--- src/rtl/jt1943_objdma.sv ---
// rtl/jt1943_objdma.sv - Object DMA: copies the sprite table from work RAM to the object buffer each vblank
module jt1943_objdma #(
  parameter int              AW       = 13,
  parameter logic [AW-1:0]   OBJ_BASE = 13'h1000,
  parameter int              OBJ_LEN  = 512,
  parameter int              BW       = 9
)(
  input  logic          clk,
  input  logic          rst,
  input  logic          cen,
  input  logic          LVBL,
  output logic          bus_req,
  input  logic          bus_ack,
  output logic          blcnten,
  output logic [AW-1:0] obj_AB,
  input  logic [7:0]    ram_dout,
  output logic          buf_we,
  output logic [BW-1:0] buf_addr,
  output logic [7:0]    buf_din,
  output logic          busy,
  output logic          missed
);

  typedef enum logic [2:0] {IDLE, REQ, COPY, DRAIN, RELEASE} state_t;

  localparam logic [BW-1:0] LAST = BW'(OBJ_LEN-1);

  state_t        state, state_nxt;
  logic [BW-1:0] cnt, cnt_nxt;
  logic [AW-1:0] ab_nxt;
  logic          lvbl_l;
  logic          trigger;
  logic          wr_phase;

  assign trigger = lvbl_l & ~LVBL;

  always_ff @(posedge clk) begin
    if (rst) begin
      state  <= IDLE;
      cnt    <= '0;
      obj_AB <= '0;
      lvbl_l <= 1'b1;
    end else if (cen) begin
      state  <= state_nxt;
      cnt    <= cnt_nxt;
      obj_AB <= ab_nxt;
      lvbl_l <= LVBL;
    end
  end

  always_comb begin
    state_nxt = state;
    cnt_nxt   = cnt;
    ab_nxt    = obj_AB;
    bus_req   = 1'b0;
    blcnten   = 1'b0;
    busy      = 1'b0;
    missed    = 1'b0;
    wr_phase  = 1'b0;
    case (state)
      IDLE: begin
        if (trigger) state_nxt = REQ;
      end
      REQ: begin
        bus_req = 1'b1;
        busy    = 1'b1;
        if (bus_ack) begin
          state_nxt = COPY;
          ab_nxt    = OBJ_BASE;
          cnt_nxt   = '0;
        end else if (LVBL) begin
          missed    = cen;
          state_nxt = IDLE;
        end
      end
      COPY: begin
        bus_req  = 1'b1;
        blcnten  = 1'b1;
        busy     = 1'b1;
        // RAM data trails the address by one cen, so the write lags the read by one byte
        wr_phase = (cnt != '0);
        ab_nxt   = OBJ_BASE + AW'(cnt) + AW'(1);
        cnt_nxt  = cnt + BW'(1);
        if (cnt == LAST) state_nxt = DRAIN;
      end
      DRAIN: begin
        bus_req   = 1'b1;
        blcnten   = 1'b1;
        busy      = 1'b1;
        wr_phase  = 1'b1;
        state_nxt = RELEASE;
      end
      RELEASE: begin
        busy = 1'b1;
        if (!bus_ack) state_nxt = IDLE;
      end
      default: state_nxt = IDLE;
    endcase
  end

  // cnt has wrapped to zero in DRAIN, so cnt-1 addresses the last byte
  assign buf_we   = wr_phase & cen;
  assign buf_addr = wr_phase ? cnt - BW'(1) : '0;
  assign buf_din  = wr_phase ? ram_dout : 8'd0;

endmodule

--- config.mk ---
export PLATFORM = sky130hd
export DESIGN_NAME = jt1943_objdma
export DESIGN_NICKNAME = d
export VERILOG_FILES = /design/src/rtl/jt1943_objdma.sv
export SDC_FILE = /design/constraint.sdc
export NUM_CORES = 1
export LEC_CHECK = 0
export ABC_CLOCK_PERIOD_IN_PS = 4410
export CORE_MARGIN = 5
export CORE_UTILIZATION = 46
export DETAILED_ROUTE_END_ITERATION = 8
export PLACE_DENSITY = 0.85
export SLEW_MARGIN = 20
export SYNTH_ARGS = -nofsm -noshare
export SYNTH_HDL_FRONTEND = slang
export SYNTH_SLANG_ARGS = --single-unit
--- constraint.sdc ---
create_clock -name clk -period 4.41 [get_ports clk]
set_input_delay 0.441 -clock clk [delete_from_list [all_inputs] [get_ports clk]]
set_output_delay 0.441 -clock clk [all_outputs]
set_load 0.01 [all_outputs]
==> flow_metrics.tcl, run 1 <==
set metrics [dict create \
    cp_slowest_cell "clkdlybuf4s50_1" \
    synth_most_common_cell "nor2_1" \
    setup.worst_path.class "reg -> out" \
    critPathCaptureType "primary output" \
    rrSetupSlack_ns 2.22 \
    cts_max_level 1 \
    firstDrtPassIters 4 \
    wl_per_cell_um 14.3 \
    ys_warn_count 0 \
    min_from "lvbl_l" \
    worstPathArrival_ns 2.39 \
    wirelength_um 3050 \
    cp_data_required_time_ns 3.97 \
    dr_total_vias 1189 \
    hpwl_um 2300 \
    synth_area_leaders "dfxtp_1 (26%), nor2_1 (6.4%), and2_1 (4.3%), clkbuf_8 (3.5%), nand2_1 (3.5%)" \
    stdcell_area_um2 1590 \
    worstReg2RegEnd "state[0]" \
    skew_ns 0.00221 \
    max_cap_viol_count 0 \
    start_util 0.478 \
    min_period_over_period 0.642 \
    yosysSeqAreaShare 0.256 \
    antenna_left 0 \
    relSlewSlack 0.553 \
    max_stage_delay_ns 0.54 \
    rsz0062_at_grt "false" \
    route.met3.wl_um 269 \
    fmax_mhz 353 \
    syn_area_um2 1170 \
    dpl_cell_area_um2 1570 \
    setup_viol 0 \
    cts_root_buf "clkbuf_4" \
    worst_pin_slew_ns 0.663 \
    synthToLayoutAreaGrowth_pct 36.0 \
    final_hold_viol_count 0 \
    row_count 18 \
    m1WireLength_um 1290 \
    core_area_um2 2450 \
    grt_pass1_wl_um 4890 \
    drc 0 \
    fin_crit_ns 2.83 \
    grt_pass1_vias 1093 \
    drive_gt1_frac 0.0707 \
    antenna_cells 0 \
    die_w_um 60.5 \
    synth_largest_area_cell "dfxtp_1" \
    min_to "lvbl_l" \
    wl_met2_um 1450 \
    fp.dieH_um 60.5 \
    gr-total-overflow 0 \
    outcome "finished clean" \
    nNetsFinal 201 \
    die_area_um2 3660 \
    p_per_area_nw_per_um2 165 \
    synth_async_sr_flop_share 0 \
    netlist_top_cells_count "nor2_1 (20), dfxtp_1 (15), nand2_1 (11), a21oi_1 (8), and2_1 (8)" \
    syn-mean-instance-area_um2 8.03 \
    postCtsSetupBuffers 0 \
    drt_iter0_markers 59 \
    grt_use_total 0.180 \
    final_max_slew_viol_count 0 \
    synth_edf_count 0 \
    crit_chain "nor4_4, nand3_4, or3b_1, a21oi_2, clkdlybuf4s50_1" \
    io_buffers 45 \
    worst_setup_path_start_kind "register" \
    cts-buffers-inserted 3 \
    synth_top_area_frac 0.256 \
    p_leak_nw 0.612 \
    grt_max_degree 18 \
    clk_latency_ns 0.29 \
    top_layer_used "met4" \
    worstHoldPathCells 2 \
    ys_ff_latch 15 \
    clk_pin_slew_ns 0.08 \
    ios 48 \
    clkSinkCount 15 \
    clk_path_buf_depth 2 \
    finalSetupTns_ns 0 \
    tritoncts "built" \
    place_congestion 0.850 \
    reg2regPathDepth 8 \
    ys_types 51 \
    peakVddDrop_mv 0.189 \
    fin_util 0.649 \
    path_max_fanout 11 \
    holdBufCountCts 0 \
    antenna_found_initial 0 \
    synth_ff_type "dfxtp_1" \
    synthCells 146 \
    cts_resized 0 \
    hp-class "reg -> reg" \
    reg2reg_from "cnt[0]" \
    viasPerCell 5.56 \
]
[cell usage in the layout (no fill, tap or decap), types with 3 or more instances in the layout]
cell type / synthesis / layout
clkdlybuf4s50_1: 0 / 45
nor2_1: 20 / 20
dfxtp_1: 15 / 15
nand2_1: 11 / 11
and2_1: 8 / 8
a21oi_1: 8 / 8
inv_1: 6 / 6
nor3_1: 5 / 5
o21ai_0: 5 / 5
xnor2_1: 4 / 4
nand2b_1: 4 / 4
nand3_1: 3 / 3
ha_1: 3 / 3
clkbuf_4: 1 / 3
[state kept, by name (all words and copies together), names as in the netlist]
name	count
cnt	8
state	3
lvbl_l	1
obj_AB	3
[power by group]
group / internal (mW) / switching, mW / total, mW / leakage (nW)
Clock: 0.0353 / 0.0447 / 0.0799 / 0.0150
Sequential: 0.137 / 0.00494 / 0.142 / 0.121
Combinational: 0.0231 / 0.0180 / 0.0411 / 0.476
Total: 0.196 / 0.0676 / 0.263 / 0.612
[area by class of cell]
| cell class | instances | area, um^2 |
|---|---|---|
| Tap cell | 30 | 37.5 |
| Sequential cell | 15 | 300 |
| Fill cell | 207 | 861 |
| Clock buffer | 4 | 26.3 |
| Inverter | 6 | 22.5 |
| Multi-Input combinational cell | 114 | 757 |
| Timing Repair Buffer | 45 | 450 |
[cell families after synthesis]
family | count (synthesis) | share of synthesized area
fa+ha+maj | 3 | 0.0320
compound gates | 31 | 0.197
xor+xnor | 6 | 0.0448
flops | 15 | 0.256
simple gates | 70 | 0.347
other cells | 1 | 0.00320
mux | 2 | 0.0181
buf+inv | 18 | 0.101
[how the worst max path moves through the flow]
| stage | cells after the start | start | slack (ns) | to |
|---|---|---|---|---|
| global route | 5 | cnt[2] | 1.47 | buf_addr[8] |
| global placement | 5 | cnt[2] | 1.94 | buf_addr[8] |
| finish | 5 | cnt[2] | 1.58 | buf_addr[8] |
| detailed placement | 5 | cnt[2] | 1.90 | buf_addr[8] |
| CTS | 5 | cnt[2] | 1.58 | buf_addr[8] |
| floorplan | 5 | cnt[2] | 2.44 | buf_addr[8] |
[per-stage QoR]
stage	hold slack, ns	power (mW)	worst slack (ns)	cells
5_1_grt	0.516	0.276	1.47	214
3_5_place_dp	0.453	0.186	1.90	210
4_1_cts	0.474	0.265	1.58	214
3_3_place_gp	0.449	0.186	1.94	210
2_1_floorplan	0.428	0.168	2.44	147
6_report	0.468	0.263	1.58	214
[per-layer routing]
| layer | global-route usage | up-vias |
|---|---|---|
| met3 | 0.0702 | 5 |
| met4 | 0.0712 | 0 |
| li1 | - | 585 |
| met5 | 0 | - |
| met1 | 0.226 | 556 |
| met2 | 0.278 | 43 |
[critical path: cells and delay by family, from the launching register on]
| family | cells | cell delay (ns) |
|---|---|---|
| buf+inv | 1 | 0.54 |
| simple gates | 3 | 0.99 |
| flops | 1 | 0.44 |
| compound gates | 1 | 0.14 |
(Power assumes the default switching activity.)
==> run 2, diff against run 1 <==
--- a/config.mk
+++ b/config.mk
@@ -5,11 +5,11 @@
 export SDC_FILE = /design/constraint.sdc
 export NUM_CORES = 1
 export LEC_CHECK = 0
-export ABC_CLOCK_PERIOD_IN_PS = 4410
+export ABC_CLOCK_PERIOD_IN_PS = 2450
 export CORE_MARGIN = 5
-export CORE_UTILIZATION = 46
+export CORE_UTILIZATION = 39
 export DETAILED_ROUTE_END_ITERATION = 8
-export PLACE_DENSITY = 0.85
+export PLACE_DENSITY = 0.77
 export SLEW_MARGIN = 20
 export SYNTH_ARGS = -nofsm -noshare
 export SYNTH_HDL_FRONTEND = slang
==> constraint.sdc (replaced) <==
create_clock -name clk -period 2.45 [get_ports clk]
set_input_delay 0.245 -clock clk [delete_from_list [all_inputs] [get_ports clk]]
set_output_delay 0.245 -clock clk [all_outputs]
set_load 0.01 [all_outputs]
==> flow_metrics.tcl, run 2 (synthesis gave the netlist of run 1 again) <==
set metrics [dict create \
    max_cap_viol_count 0 \
    drive_gt1_frac 0.129 \
    io_buffers 45 \
    fp.dieH_um 64.8 \
    dr_total_vias 1214 \
    cp_slowest_cell "clkdlybuf4s50_1" \
    die_area_um2 4200 \
    place_congestion 0.885 \
    firstDrtPassIters 4 \
    clk_path_buf_depth 2 \
    final_hold_viol_count 0 \
    critPathCaptureType "primary output" \
    setup.worst_path.class "reg -> out" \
    min_period_over_period 0.962 \
    min_from "lvbl_l" \
    final_cell_mix "clkdlybuf4s50_1 (36), nor2_1 (20), dfxtp_1 (14), nand2_1 (11), buf_4 (10)" \
    grt_max_degree 18 \
    wirelength_um 3220 \
    final_max_slew_viol_count 0 \
    fin_crit_ns 2.36 \
    path_max_fanout 8 \
    crit_cells 6 \
    antenna_found_initial 0 \
    regMostFlops "cnt" \
    drc 0 \
    hpwl_um 2470 \
    cp_data_required_time_ns 2.20 \
    gr-total-overflow 0 \
    reg_top3 "cnt: 8 flops, obj_AB: 3 flops, state: 3 flops" \
    antenna_left 0 \
    clk_pin_slew_ns 0.09 \
    rrSetupSlack_ns 0.34 \
    ios 48 \
    relSlewSlack 0.572 \
    cts_max_level 1 \
    outcome "finished clean" \
    worstPathArrival_ns 2.11 \
    drt_iter0_markers 45 \
    worstHoldPathCells 2 \
    final_cells 225 \
    critPathBufInv 2 \
    largest_reg_flops 8 \
    fmax_mhz 424 \
    grt_pass1_vias 1233 \
    setup_viol 0 \
    worst_pin_slew_ns 0.639 \
    reg2regPathDepth 9 \
    cts-buffers-inserted 3 \
    fillCellCount 276 \
    antenna_cells 0 \
    clk_latency_ns 0.28 \
    start_util 0.414 \
    die_w_um 64.8 \
    wl_per_cell_um 14.3 \
    reg2reg_from "cnt[0]" \
    tritoncts "built" \
    p_per_area_nw_per_um2 278 \
    p_leak_nw 0.804 \
    crit_chain "nor4_4, nand3_4, o31ai_4, buf_4, nor2_1, clkdlybuf4s50_1" \
    fin_util 0.600 \
    viasPerCell 5.40 \
    worst_setup_path_start_kind "register" \
    crit_family "buffers and inverters" \
    min_to "lvbl_l" \
    layout.area.seq_um2 304 \
    clkSinkCount 15 \
    cts_root_buf "clkbuf_4" \
    dp_cells 219 \
    grt_pass1_wl_um 5290 \
    hp-class "reg -> reg" \
    final_common_cell "clkdlybuf4s50_1" \
    worstReg2RegEnd "state[0]" \
    nNetsFinal 211 \
    grt_use_total 0.157 \
    synthToLayoutAreaGrowth_pct 44.7 \
    holdBufCountCts 0 \
    multi_input_comb_area_um2 764 \
    core_area_um2 2830 \
    max_stage_delay_ns 0.48 \
    peakVddDrop_mv 0.158 \
    row_count 19 \
    skew_ns 0.000664 \
]
## run 2: cell types whose count changed in the layout (fill, tap and decap cells not counted), moves of 2 or more
cell,delta
buf_4,+10
clkdlybuf4s50_1,-9
dlymetal6s2s_1,+7
dlygate4sd2_1,+2
## run 2: power breakdown
group | switching [mW] | total (mW) | internal, mW
Combinational | 0.0343 | 0.0772 | 0.0429
Clock | 0.0769 | 0.140 | 0.0631
Sequential | 0.00811 | 0.255 | 0.247
## run 2: worst max-delay path by stage
| stage | start | end | slack [ns] |
|---|---|---|---|
| after floorplan | cnt[3] | state[0] | 0.64 |
| after global placement | cnt[2] | buf_addr[8] | 0.29 |
| after detailed placement | cnt[2] | buf_addr[8] | 0.24 |
| after CTS | state[1] | buf_din[2] | 0.01 |
| after global routing | cnt[4] | buf_addr[4] | -0.007 |
| final | cnt[4] | buf_addr[6] | 0.09 |
## run 2: per-layer routing
layer  vias to the layer above  share of wire  GRT usage
li1                        609              -          -
met5                         -              0          0
met3                         2          0.085     0.0518
met4                         0         0.0093     0.0660
met1                       556           0.40      0.168
met2                        47           0.50      0.282
## run 2: repair_timing
item / 4_1_cts / 5_1_grt
gates resized for setup: 2 / 11
buffers inserted: 1 / 1
setup endpoints to repair: 1 / 16
pin swaps: 1 / 1
## run 2: worst reg2reg max path: stages, from the launching register on
cell	delay [ns]
dfxtp_1	0.33
buf_4	0.17
ha_1	0.18
and3_2	0.21
and3_1	0.22
and3_1	0.17
ha_1	0.16
inv_1	0.04
a211o_1	0.27
o41ai_1	0.24
## run 2: cell type report
type                    instances  area share
multi-input cells             114       0.451
repair buffers                 55       0.319
flip-flops and latches         15       0.179
well taps                      31      0.0229
clock buffers                   4      0.0155
inverters                       6      0.0133
## run 2: metrics by stage
| stage | power (mW) | area (um^2) | setup TNS, ns | hold WS (ns) | setup WS [ns] |
|---|---|---|---|---|---|
| 6_report | 0.472 | 1700 | 0 | 0.482 | 0.0931 |
| 5_1_grt | 0.501 | 1700 | -0.0102 | 0.522 | -0.00657 |
| 4_1_cts | 0.479 | 1660 | 0 | 0.480 | 0.0114 |
| 3_5_place_dp | 0.338 | 1630 | 0 | 0.453 | 0.239 |
| 3_3_place_gp | 0.337 | 1630 | 0 | 0.446 | 0.287 |
| 2_1_floorplan | 0.303 | 1180 | 0 | 0.344 | 0.642 |
==> run 3, diff against run 2 <==
--- a/config.mk
+++ b/config.mk
@@ -6,6 +6,7 @@
 export NUM_CORES = 1
 export LEC_CHECK = 0
 export ABC_CLOCK_PERIOD_IN_PS = 2450
+export CORE_ASPECT_RATIO = 1.4
 export CORE_MARGIN = 5
 export CORE_UTILIZATION = 39
 export DETAILED_ROUTE_END_ITERATION = 8
==> flow_metrics.tcl, run 3 (synthesis gave the netlist of run 1 again) <==
set metrics [dict create \
    outcome "finished clean" \
    firstDrtPassIters 4 \
    relSlewSlack 0.568 \
    viasPerCell 5.30 \
    antenna_cells 0 \
    clk_latency_ns 0.25 \
    power.switching_mw 0.132 \
    dpl_cell_area_um2 1630 \
    row_count 23 \
    start_util 0.407 \
    io_buffers 45 \
    max_cap_viol_count 0 \
    grt_max_degree 18 \
    route.met3.wl_um 141 \
    grt_pass1_vias 1167 \
    cts_max_level 1 \
    wirelength_um 3340 \
    setup_viol 0 \
    core_area_um2 2880 \
    ios 48 \
    power_frac_seq 0.468 \
    nNetsFinal 209 \
    drive_gt1_frac 0.120 \
    final_cell_mix "clkdlybuf4s50_1 (43), nor2_1 (20), dfxtp_1 (13), nand2_1 (11)" \
    peakVddDrop_mv 0.227 \
    p_per_area_nw_per_um2 319 \
    fin_crit_ns 2.35 \
    synthToLayoutAreaGrowth_pct 44.1 \
    worst_setup_path_start_kind "register" \
    regMostFlops "cnt" \
    top_layer_used "met4" \
    swShare 0.245 \
    gr-total-overflow 0 \
    p_comb_frac 0.154 \
    final_common_cell "clkdlybuf4s50_1" \
    antenna_left 0 \
    skew_ns 0.00346 \
    whs_ns 0.467 \
    largest_reg_flops 8 \
    fillCellCount 283 \
    cts-buffers-inserted 3 \
    dr_total_vias 1213 \
    rsz0062_at_grt "false" \
    wl_per_cell_um 14.6 \
    drt_iter0_markers 34 \
    worstPathArrival_ns 2.10 \
    cts_root_buf "clkbuf_8" \
    tritoncts "built" \
    fp.dieH_um 74.9 \
    setup.worst_path.class "reg -> out" \
    m1WireLength_um 1380 \
    grt_pass1_wl_um 5400 \
    critPathCaptureType "primary output" \
    antenna_found_initial 0 \
    die_w_um 56.3 \
    min_period_over_period 0.958 \
    die_area_um2 4220 \
    clkSinkCount 15 \
    drc 0 \
    worst_pin_slew_ns 0.646 \
    place_congestion 0.876 \
    reg_top3 "cnt: 8 flops, obj_AB: 3 flops, state: 3 flops" \
    grt_use_total 0.157 \
    path_max_fanout 8 \
    cp_data_required_time_ns 2.20 \
    clk_path_buf_depth 2 \
    hp-class "reg -> reg" \
    final_max_slew_viol_count 0 \
    clk_pin_slew_ns 0.06 \
    fmax_mhz 426 \
    hpwl_um 2480 \
    final_hold_viol_count 0 \
    p_leak_nw 0.699 \
    p_int_mw 0.407 \
    fin_util 0.587 \
    clockPowerShare 0.378 \
    holdBufCountCts 0 \
    wl_met2_um 1750 \
    finalSetupTns_ns 0 \
    stdcell_area_um2 1690 \
]
## run 3: cell count changes in the layout (fill, tap and decap cells not counted)
cell / previous run / this run
buf_4: 10 / 8
clkbuf_4: 3 / 0
inv_1: 5 / 6
o31a_2: 0 / 1
dfxtp_2: 0 / 2
o31a_4: 1 / 0
dlymetal6s2s_1: 7 / 2
clkbuf_8: 0 / 3
clkdlybuf4s50_1: 36 / 43
inv_2: 1 / 0
dfxtp_4: 1 / 0
dlygate4sd2_1: 2 / 0
dfxtp_1: 14 / 13
## run 3: critical path, stage by stage (launching register included)
cell and delay, ns:
dfxtp_1 0.33, nor4_4 0.37, nand3_4 0.14, o31a_2 0.35, and2_1 0.17, clkdlybuf4s50_1 0.48
## run 3: per-stage QoR
| stage | power (mW) | setup slack [ns] | cells |
|---|---|---|---|
| final | 0.539 | 0.103 | 229 |
| after global routing | 0.561 | 0.000289 | 229 |
| after CTS | 0.544 | 0.0213 | 229 |
| after detailed placement | 0.341 | 0.205 | 224 |
| after global placement | 0.337 | 0.221 | 224 |
| after floorplan | 0.303 | 0.642 | 147 |
## run 3: timing repair
item	CTS	global route
buffers inserted	1	0
pin swaps	1	1
setup endpoints to repair	14	13
gates resized for setup	1	3
## run 3: power groups by stage
stage | Clock (mW) | Sequential (mW) | Combinational, mW
2_1_floorplan | 0 | 0.257 | 0.0461
3_3_place_gp | 0 | 0.257 | 0.0800
3_5_place_dp | 0 | 0.258 | 0.0830
4_1_cts | 0.209 | 0.252 | 0.0835
5_1_grt | 0.218 | 0.253 | 0.0904
6_report | 0.204 | 0.252 | 0.0832
## run 3: worst paths after layout
kind	startpoint	end	slack (ns)	cells after the start
worst max-delay path	cnt[4]	buf_din[1]	0.10	5
worst min register to register	lvbl_l	lvbl_l	0.47	2
worst min-delay path	lvbl_l	lvbl_l	0.47	2
worst max register to register	cnt[0]	state[0]	0.32	9
## run 3: layer usage
layer | global-route usage | up-vias
met5 | 0 | -
met4 | 0.0633 | 0
met3 | 0.00858 | 6
met2 | 0.303 | 35
met1 | 0.181 | 572
li1 | - | 600
## run 3: area by class of cell
type	instances	area [um^2]	share of cell area
well taps	37	46.3	0.0274
repair buffers	53	515	0.305
multi-input cells	114	757	0.448
inverters	6	22.5	0.0133
flip-flops and latches	15	303	0.179
clock buffers	4	45.0	0.0267
